==> src/rtl/clock_digit_renderer_if.sv <==
// -----------------------------------------------------------------------------
// clock_digit_renderer_if
// Pixel bus between the VGA timing generator / pixel sink and the digit
// renderer.
//   h_pos, v_pos       : pixel x / line y from the timing generator
//   active_in          : visible-area flag
//   hsync_in, vsync_in : syncs, active-low
//   time_bcd           : {Ht,Hu,Mt,Mu,St,Su}, 4-bit BCD each
//   rgb                : rendered pixel {R[1:0],G[1:0],B[1:0]}
//   hsync_out,
//   vsync_out,
//   active_out         : syncs / active delayed to line up with rgb
// master = timing-generator side, slave = renderer side.
// -----------------------------------------------------------------------------
interface clock_digit_renderer_if;
   logic [9:0]  h_pos;
   logic [9:0]  v_pos;
   logic        active_in;
   logic        hsync_in;
   logic        vsync_in;
   logic [23:0] time_bcd;
   logic [5:0]  rgb;
   logic        hsync_out;
   logic        vsync_out;
   logic        active_out;

   modport master (
      output h_pos, v_pos, active_in, hsync_in, vsync_in, time_bcd,
      input  rgb, hsync_out, vsync_out, active_out
   );

   modport slave (
      input  h_pos, v_pos, active_in, hsync_in, vsync_in, time_bcd,
      output rgb, hsync_out, vsync_out, active_out
   );
endinterface

==> src/rtl/clock_digit_renderer.sv <==
// -----------------------------------------------------------------------------
// clock_digit_renderer
// Renders a six-digit HH:MM:SS seven-segment clock with blinking colons on
// top of the VGA timing stream. The time is copied into a shadow register
// once per frame (h_pos==0, v_pos==480) so a frame never shows a torn update.
// Two register stages: stage 1 finds the slot and local coordinates and picks
// the BCD digit, stage 2 does the segment hit test and colours the pixel.
// Syncs and active are delayed by the same two stages.
// Ports:
//   clk     : pixel clock
//   sys_rst : asynchronous reset, active-high
//   pix     : pixel bus (slave side), see clock_digit_renderer_if
// -----------------------------------------------------------------------------
module clock_digit_renderer #(
   parameter int         X0             = 96,
   parameter int         Y0             = 176,
   parameter int         DIGIT_W        = 64,
   parameter int         DIGIT_H        = 128,
   parameter int         SEG_T          = 12,
   parameter logic [5:0] FG_COLOR       = 6'b111100,
   parameter logic [5:0] BG_COLOR       = 6'b000001,
   parameter bit         HIDE_LEAD_ZERO = 1'b0
) (
   input  logic                 clk,
   input  logic                 sys_rst,
   clock_digit_renderer_if.slave pix
);

   // Local coordinate width: large enough for the bigger of the box sides.
   localparam int LCW   = (DIGIT_H > DIGIT_W) ? $clog2(DIGIT_H) : $clog2(DIGIT_W);
   localparam int NSLOT = 8;

   // Slot ids: 0..5 digits (Ht..Su), 6/7 colons, 8 background.
   localparam logic [3:0] SLOT_C1   = 4'd6;
   localparam logic [3:0] SLOT_C2   = 4'd7;
   localparam logic [3:0] SLOT_NONE = 4'd8;
   // Digit code used for every "draw nothing" case (10..15 are blank too).
   localparam logic [3:0] BLANK     = 4'hF;

   localparam logic signed [10:0] X0_S = 11'(X0);
   localparam logic signed [10:0] Y0_S = 11'(Y0);
   localparam logic signed [10:0] DH_S = 11'(DIGIT_H);
   localparam logic signed [10:0] DW_S = 11'(DIGIT_W);
   localparam logic signed [10:0] CW_S = 11'sd32;

   // Slot start offsets relative to X0, digits first then the two colons.
   localparam logic signed [10:0] SLOT_LO [NSLOT] = '{
      11'sd0, 11'sd72, 11'sd184, 11'sd256, 11'sd368, 11'sd440, 11'sd144, 11'sd328
   };
   localparam logic signed [10:0] SLOT_W [NSLOT] = '{
      DW_S, DW_S, DW_S, DW_S, DW_S, DW_S, CW_S, CW_S
   };

   // Segment band thresholds in local coordinates.
   localparam logic [LCW-1:0] T_L    = LCW'(SEG_T);
   localparam logic [LCW-1:0] H2_L   = LCW'(DIGIT_H / 2);
   localparam logic [LCW-1:0] G_LO_L = LCW'(DIGIT_H / 2 - SEG_T / 2);
   localparam logic [LCW-1:0] G_HI_L = LCW'(DIGIT_H / 2 + SEG_T / 2);
   localparam logic [LCW-1:0] D_LO_L = LCW'(DIGIT_H - SEG_T);
   localparam logic [LCW-1:0] R_LO_L = LCW'(DIGIT_W - SEG_T);

   // Colon dot boxes in local coordinates.
   localparam logic [LCW-1:0] DOT_X_LO  = LCW'(10);
   localparam logic [LCW-1:0] DOT_X_HI  = LCW'(22);
   localparam logic [LCW-1:0] DOT1_Y_LO = LCW'(36);
   localparam logic [LCW-1:0] DOT1_Y_HI = LCW'(48);
   localparam logic [LCW-1:0] DOT2_Y_LO = LCW'(80);
   localparam logic [LCW-1:0] DOT2_Y_HI = LCW'(92);

   // Segment set per BCD value, bit order {g,f,e,d,c,b,a}.
   function automatic logic [6:0] seg_mask(input logic [3:0] digit);
      logic [6:0] m;
      case (digit)
         4'd0:    m = 7'b0111111;
         4'd1:    m = 7'b0000110;
         4'd2:    m = 7'b1011011;
         4'd3:    m = 7'b1001111;
         4'd4:    m = 7'b1100110;
         4'd5:    m = 7'b1101101;
         4'd6:    m = 7'b1111101;
         4'd7:    m = 7'b0000111;
         4'd8:    m = 7'b1111111;
         4'd9:    m = 7'b1101111;
         default: m = 7'b0000000;
      endcase
      return m;
   endfunction

   logic signed [10:0] xr_s;
   logic signed [10:0] yr_s;
   logic               in_y_s;
   logic               frame_evt_s;

   logic [23:0]    shadow_q;
   logic [5:0]     frame_cnt_q;

   logic [3:0]     slot_d,  slot_q;
   logic [LCW-1:0] lx_d,    lx_q;
   logic [LCW-1:0] ly_d,    ly_q;
   logic [3:0]     digit_d, digit_q;
   logic           hs1_q, vs1_q, act1_q;

   logic [6:0]     region_s;
   logic [6:0]     mask_s;
   logic           digit_hit_s;
   logic           colon_hit_s;
   logic           fg_s;
   logic [5:0]     rgb_d,   rgb_q;
   logic           hs2_q, vs2_q, act2_q;

   // Signed offsets keep positions left of X0 / above Y0 negative instead of
   // wrapping into a slot; h_pos beyond the visible width simply misses.
   assign xr_s        = $signed({1'b0, pix.h_pos}) - X0_S;
   assign yr_s        = $signed({1'b0, pix.v_pos}) - Y0_S;
   assign in_y_s      = (yr_s >= 11'sd0) && (yr_s < DH_S);
   assign frame_evt_s = (pix.h_pos == 10'd0) && (pix.v_pos == 10'd480);

   // Per-frame time snapshot and blink counter, both advanced on the frame event.
   always_ff @(posedge clk or posedge sys_rst) begin
      if (sys_rst) begin
         shadow_q    <= 24'h000000;
         frame_cnt_q <= 6'd0;
      end else if (frame_evt_s) begin
         shadow_q    <= pix.time_bcd;
         frame_cnt_q <= frame_cnt_q + 6'd1;
      end else begin
         shadow_q    <= shadow_q;
         frame_cnt_q <= frame_cnt_q;
      end
   end

   // Locate the slot under the pixel and its local x; slots never overlap.
   always_comb begin
      slot_d = SLOT_NONE;
      lx_d   = '0;
      for (int i = 0; i < NSLOT; i++) begin
         if (in_y_s && (xr_s >= SLOT_LO[i]) && (xr_s < SLOT_LO[i] + SLOT_W[i])) begin
            slot_d = 4'(i);
            lx_d   = LCW'(xr_s - SLOT_LO[i]);
         end else begin
         end
      end
   end

   // Local y and the BCD digit that belongs to the slot (blank elsewhere).
   always_comb begin
      ly_d = in_y_s ? LCW'(yr_s) : '0;
      case (slot_d)
         4'd0:    digit_d = (HIDE_LEAD_ZERO && (shadow_q[23:20] == 4'd0)) ? BLANK : shadow_q[23:20];
         4'd1:    digit_d = shadow_q[19:16];
         4'd2:    digit_d = shadow_q[15:12];
         4'd3:    digit_d = shadow_q[11:8];
         4'd4:    digit_d = shadow_q[7:4];
         4'd5:    digit_d = shadow_q[3:0];
         default: digit_d = BLANK;
      endcase
   end

   // Stage 1 registers: slot, local coordinates, digit, first sync delay.
   always_ff @(posedge clk or posedge sys_rst) begin
      if (sys_rst) begin
         slot_q  <= SLOT_NONE;
         lx_q    <= '0;
         ly_q    <= '0;
         digit_q <= BLANK;
         hs1_q   <= 1'b1;
         vs1_q   <= 1'b1;
         act1_q  <= 1'b0;
      end else begin
         slot_q  <= slot_d;
         lx_q    <= lx_d;
         ly_q    <= ly_d;
         digit_q <= digit_d;
         hs1_q   <= pix.hsync_in;
         vs1_q   <= pix.vsync_in;
         act1_q  <= pix.active_in;
      end
   end

   // Segment hit test, colon dots and final colour selection.
   always_comb begin
      region_s[0] = (ly_q < T_L);
      region_s[1] = (lx_q >= R_LO_L) && (ly_q < H2_L);
      region_s[2] = (lx_q >= R_LO_L) && (ly_q >= H2_L);
      region_s[3] = (ly_q >= D_LO_L);
      region_s[4] = (lx_q < T_L) && (ly_q >= H2_L);
      region_s[5] = (lx_q < T_L) && (ly_q < H2_L);
      region_s[6] = (ly_q >= G_LO_L) && (ly_q < G_HI_L);
      mask_s      = seg_mask(digit_q);
      digit_hit_s = |(mask_s & region_s);
      // Dots are shown for the first half of each 64-frame blink period.
      colon_hit_s = !frame_cnt_q[5]
                  && (lx_q >= DOT_X_LO) && (lx_q < DOT_X_HI)
                  && (((ly_q >= DOT1_Y_LO) && (ly_q < DOT1_Y_HI))
                   || ((ly_q >= DOT2_Y_LO) && (ly_q < DOT2_Y_HI)));
      case (slot_q)
         4'd0, 4'd1, 4'd2, 4'd3, 4'd4, 4'd5: fg_s = digit_hit_s;
         SLOT_C1, SLOT_C2:                   fg_s = colon_hit_s;
         default:                            fg_s = 1'b0;
      endcase
      if (act1_q) begin
         rgb_d = fg_s ? FG_COLOR : BG_COLOR;
      end else begin
         rgb_d = 6'b000000;
      end
   end

   // Stage 2 registers: pixel colour and second sync delay.
   always_ff @(posedge clk or posedge sys_rst) begin
      if (sys_rst) begin
         rgb_q  <= 6'b000000;
         hs2_q  <= 1'b1;
         vs2_q  <= 1'b1;
         act2_q <= 1'b0;
      end else begin
         rgb_q  <= rgb_d;
         hs2_q  <= hs1_q;
         vs2_q  <= vs1_q;
         act2_q <= act1_q;
      end
   end

   assign pix.rgb        = rgb_q;
   assign pix.hsync_out  = hs2_q;
   assign pix.vsync_out  = vs2_q;
   assign pix.active_out = act2_q;

endmodule
==> src/flat_wrapper.sv <==
// flat-port wrapper written by rule: the top's interface ports become plain ports
module clock_digit_renderer_flat 
#(
   parameter int         X0             = 96,
   parameter int         Y0             = 176,
   parameter int         DIGIT_W        = 64,
   parameter int         DIGIT_H        = 128,
   parameter int         SEG_T          = 12,
   parameter logic [5:0] FG_COLOR       = 6'b111100,
   parameter logic [5:0] BG_COLOR       = 6'b000001,
   parameter bit         HIDE_LEAD_ZERO = 1'b0
)
  (clk, sys_rst, pix_h_pos, pix_v_pos, pix_active_in, pix_hsync_in, pix_vsync_in, pix_time_bcd, pix_rgb, pix_hsync_out, pix_vsync_out, pix_active_out);
  clock_digit_renderer_if pix_i ();
  input  logic clk;
  input  logic sys_rst;
  input wire logic [$bits(pix_i.h_pos)-1:0] pix_h_pos;
  input wire logic [$bits(pix_i.v_pos)-1:0] pix_v_pos;
  input wire logic [$bits(pix_i.active_in)-1:0] pix_active_in;
  input wire logic [$bits(pix_i.hsync_in)-1:0] pix_hsync_in;
  input wire logic [$bits(pix_i.vsync_in)-1:0] pix_vsync_in;
  input wire logic [$bits(pix_i.time_bcd)-1:0] pix_time_bcd;
  output wire logic [$bits(pix_i.rgb)-1:0] pix_rgb;
  output wire logic [$bits(pix_i.hsync_out)-1:0] pix_hsync_out;
  output wire logic [$bits(pix_i.vsync_out)-1:0] pix_vsync_out;
  output wire logic [$bits(pix_i.active_out)-1:0] pix_active_out;
  assign pix_i.h_pos = pix_h_pos;
  assign pix_i.v_pos = pix_v_pos;
  assign pix_i.active_in = pix_active_in;
  assign pix_i.hsync_in = pix_hsync_in;
  assign pix_i.vsync_in = pix_vsync_in;
  assign pix_i.time_bcd = pix_time_bcd;
  assign pix_rgb = pix_i.rgb;
  assign pix_hsync_out = pix_i.hsync_out;
  assign pix_vsync_out = pix_i.vsync_out;
  assign pix_active_out = pix_i.active_out;
  clock_digit_renderer #(.X0(X0), .Y0(Y0), .DIGIT_W(DIGIT_W), .DIGIT_H(DIGIT_H), .SEG_T(SEG_T), .FG_COLOR(FG_COLOR), .BG_COLOR(BG_COLOR), .HIDE_LEAD_ZERO(HIDE_LEAD_ZERO)) u_core (.clk(clk), .sys_rst(sys_rst), .pix(pix_i));
endmodule
==> config.mk <==
export PLATFORM = sky130hd
export DESIGN_NAME = clock_digit_renderer_flat
export DESIGN_NICKNAME = d
export VERILOG_FILES = /design/src/rtl/clock_digit_renderer_if.sv /design/src/rtl/clock_digit_renderer.sv /design/src/flat_wrapper.sv
export SDC_FILE = /design/constraint.sdc
export NUM_CORES = 1
export LEC_CHECK = 0
export CAP_MARGIN = 5
export CORE_MARGIN = 4
export CORE_UTILIZATION = 51
export CTS_BUF_LIST = sky130_fd_sc_hd__clkbuf_4 sky130_fd_sc_hd__clkbuf_8
export DETAILED_ROUTE_END_ITERATION = 6
export PLACE_DENSITY = 0.79
export SLEW_MARGIN = 10
export SYNTH_ARGS = -nofsm -noshare
export SYNTH_HDL_FRONTEND = slang
export SYNTH_SLANG_ARGS = --single-unit
==> constraint.sdc <==
create_clock -name clk -period 2.3 [get_ports clk]
set_clock_uncertainty 0.2 [all_clocks]
set_input_delay 0.46 -clock clk [delete_from_list [all_inputs] [get_ports clk]]
set_output_delay 0.46 -clock clk [all_outputs]
set_load 0.02 [all_outputs]
==> metrics, run 1 <==
routability cong.=~0.95; Detail Route Antenna Nets=0; io pins=between 50 and 60; gr ovfl total=0; multiplexer share of the synthesized area=approximately 8%; FF-to-FF End=u_core.pix.rgb[0]; Worst Hold Depth=0; final hold violation count=0; FFs w/ async S/R, synth=100%; final setup fails=13; initial antenna violation count=0; # rows=30; Power Density=roughly 430 nW/µm²; Post-synth EDFFs=0; Post-Synthesis Cells=363; DRT Pass-1 Iters=5; vias in the first global route=~3900; Die Area=a little under 9000 µm²; Simple-Gate Fraction of Synth Area=between 10% and 20%; final wirelength=~13000 µm; diode count=0; VDD IR-drop max=roughly 0.37 mV; final worst path period need=roughly 2.7 ns; crit-path max FO=6; clk sinks=57; setup slack, reg-to-reg=~0.060 ns; post-placement cell area=5150 µm²; CP startpoint kind=input pin; crit path DAT=about 2.8 ns; utilization after layout=85.9%; Initial Utilization=a little over half; critical path depth=11; delay-heaviest family, CP=compound AO/OA/AOI/OAI gates; largest family of logic cells by synthesized area=compound AO/OA/AOI/OAI gates; Seq cells post-synth=57; synth unique cells=76; Worst Tran Pin Value=between 0.7 and 0.8 ns; routed vias=3945; Critical Path, Cell by Cell=buf_12, buf_8, ha_4, nor2b_1, a311o_1, o21bai_4, and2_4, o41a_1, buf_4, o31a_1, nand4_1; PortBufs=between 50 and 60; period utilization=119%; violated checks=setup timing; CTS HTree Levels=3; setup TNS=-4.00 ns; Vias per Instance=6.16; complex-gate fraction of the synthesized area=22.2%; Chip Height=a little over 90 µm; initial drt markers=353; mapped cell area=3730 µm²; status=finished with violations; drt wl/cell=roughly 20 µm; dominant synthesized flop cell=dfrtp_1; crit end category=flip-flop; GRT Total Usage=~28%; largest net degree at the start of global routing=between 40 and 50; Crit-path slowest cell=o41a_1; area share of fa/ha/maj cells after synthesis=around 7.4%; Seq/Total Area, Yosys=between 30% and 40%; Max-cap violations=0; Reg area=about 1400 µm²; Design Area, Final=between 5000 and 6000 µm²; Multi-input gate area=between 2000 and 3000 µm²; post-synth net total=roughly 430; Crit path largest cell delay=0.45 ns; Hold Path Class=reg2reg; first-pass GRT wire length=between 15000 and 20000 µm; worst-skew pair later-pin latency=0.34 ns; Reg clk slew, reported paths=0.06 ns; Post-Synth XOR/XNOR Area=approximately 1.9%; # fillers=around 350; DR DRC count=0; HP Start=u_core.hs1_q; clk buf depth=2; setup ws final=-0.440 ns; Slew headroom=a little over 50%; worst path buffer plus inverter count=3; HPWL after DPL=8330 µm; unrepaired setup endpoints after global routing=true; total core area=6940 µm²; CTS root buffer=clkbuf_8; WP data required=2.37 ns; Synth Warn #=0; reg2reg start=u_core.digit_q[1]; WHS Endpoint=u_core.pix.hsync_out; final net count=610; crit path kind=in2reg; Avg Cell Area, Syn=between 10 and 15 µm²; fraction of layout cells with a size suffix above 1=about 50%; CTS Buf Count=9; Die Wd=about 94 µm; worst r2r path cells=8; Leak=between 2 and 3 nW; CTS tree=done; Max Clk Rate=around 360 MHz; fin. max-slew vios=0; Syn-to-layout area delta=59.9%
cells by family after synthesis:
kind of cell / Yosys count
and+or+nand+nor: 118
AOI/OAI and AO/OA: 96
DFF: 57
buffers and inverters: 35
muxes: 26
adders and majority gates: 22
xor gates and xnor gates: 8
other: 1
cell usage after synthesis (3+ instances only):
library cell / instances / share of area, %
a2111oi_4: 3 / 2.2
a211o_1: 6 / 1.4
a211oi_1: 5 / 1.0
a21oi_1: 12 / 1.6
a221oi_1: 3 / 0.70
a31oi_1: 3 / 0.50
a32o_1: 5 / 1.3
and2_1: 7 / 1.2
buf_2: 6 / 0.81
buf_4: 8 / 1.6
clkbuf_1: 3 / 0.30
dfrtp_1: 48 / 32
dfstp_2: 9 / 6.3
ha_1: 22 / 7.4
inv_1: 14 / 1.4
mux2_2: 25 / 7.5
nand2_1: 28 / 2.8
nand2b_1: 6 / 1.0
nand3_1: 9 / 1.2
nand4_1: 5 / 0.84
nor2_1: 23 / 2.3
nor2b_1: 5 / 0.84
nor3_1: 7 / 0.94
o2111a_1: 3 / 0.91
o21ai_0: 9 / 1.2
o21bai_1: 3 / 0.60
o221ai_1: 4 / 0.94
o22ai_1: 3 / 0.50
o22ai_2: 3 / 1.0
o31a_1: 3 / 0.70
or2_2: 5 / 0.84
xnor2_1: 4 / 0.94
xor2_1: 4 / 0.94
power breakdown:
group	switching, mW	internal, mW	leakage [nW]
registers	0.0219	1.03	0.753
logic	0.304	0.328	1.85
clock network	0.381	0.484	0.0969
timing repair:
action	4_1_cts	5_1_grt
resized for setup	64	68
hold buffers	0	0
setup buffers	11	21
endpoints found under the setup margin	43	41
cloned	2	0
pin swaps	23	39
cells in the final DEF, fill, tap and decap left out, drive strengths merged, types with 4 or more instances in the layout:
cell,count
nand2,30
dfrtp,48
a21oi,12
inv,16
a32o,5
nor2,24
nor2b,5
buf,131
dfstp,9
a2111oi,5
and2,7
a211o,7
or2,5
nand3,9
nand2b,6
xnor2,4
ha,22
o22ai,6
a211oi,7
nand4,6
clkdlybuf4s50,41
nor3,7
o21ai,11
mux2,25
clkbuf,20
o221ai,4
xor2,4
state kept, by name, summed over array words and instances (netlist names):
| name | flops |
|---|---|
| u_core.lx_q | 6 |
| u_core.pix.rgb | 2 |
| u_core.shadow_q | 24 |
| u_core.pix.hsync_out | 1 |
| u_core.slot_q | 3 |
| u_core.digit_q | 4 |
| u_core.vs1_q | 1 |
| u_core.ly_q | 6 |
| u_core.act1_q | 1 |
| u_core.hs1_q | 1 |
| u_core.frame_cnt_q | 6 |
| u_core.pix.active_out | 1 |
| u_core.pix.vsync_out | 1 |
worst max path at each step:
| stage | start | to |
|---|---|---|
| floorplan | pix_h_pos[6] | u_core.lx_q[5] |
| global placement | pix_h_pos[6] | u_core.digit_q[0] |
| detailed placement | pix_h_pos[6] | u_core.digit_q[0] |
| CTS | pix_h_pos[5] | u_core.digit_q[3] |
| global route | pix_h_pos[5] | u_core.digit_q[3] |
| finish | pix_h_pos[5] | u_core.digit_q[3] |
metrics by stage:
stage | worst slack, ns | hold slack [ns] | instances | total power, mW
floorplan | -0.470 | 0.145 | 363 | 1.30
global placement | -1.06 | 0.147 | 592 | 1.55
detailed placement | -1.19 | 0.147 | 592 | 1.56
CTS | -0.353 | 0.155 | 621 | 2.47
global route | -0.471 | 0.163 | 640 | 2.65
finish | -0.440 | 0.154 | 640 | 2.55
worst reg2reg max path, cell delays in order (launching register included):
cell	delay [ns]
dfstp_2	0.54
inv_2	0.07
ha_1	0.18
or2_2	0.28
a21oi_2	0.16
o21bai_1	0.15
a211oi_2	0.09
and3_1	0.17
o31a_1	0.28
routing by layer:
layer / up-vias / part of all wire (%) / GRT usage [%]
li1: 1716 / - / -
met5: - / 0 / 0
met3: 68 / 8.3 / 8.13
met2: 234 / 49 / 48.6
met1: 1927 / 39 / 33.6
met4: 0 / 3.8 / 7.33
final cells by class:
type | count | share of cell area, %
Clock buffer | 14 | 2.92
Clock inverter | 2 | 0.210
Inverter | 16 | 1.26
Multi-Input combinational cell | 272 | 42.2
Sequential cell | 57 | 24.1
Tap cell | 96 | 2.01
Timing Repair Buffer | 183 | 27.3
(Power assumes the default switching activity.)
==> run 2, diff against run 1 <==
- HOLD_SLACK_MARGIN: unset -> 0.08
==> results of run 2 <==
The final DEF is identical to that of run 1; final timing and power are the same.
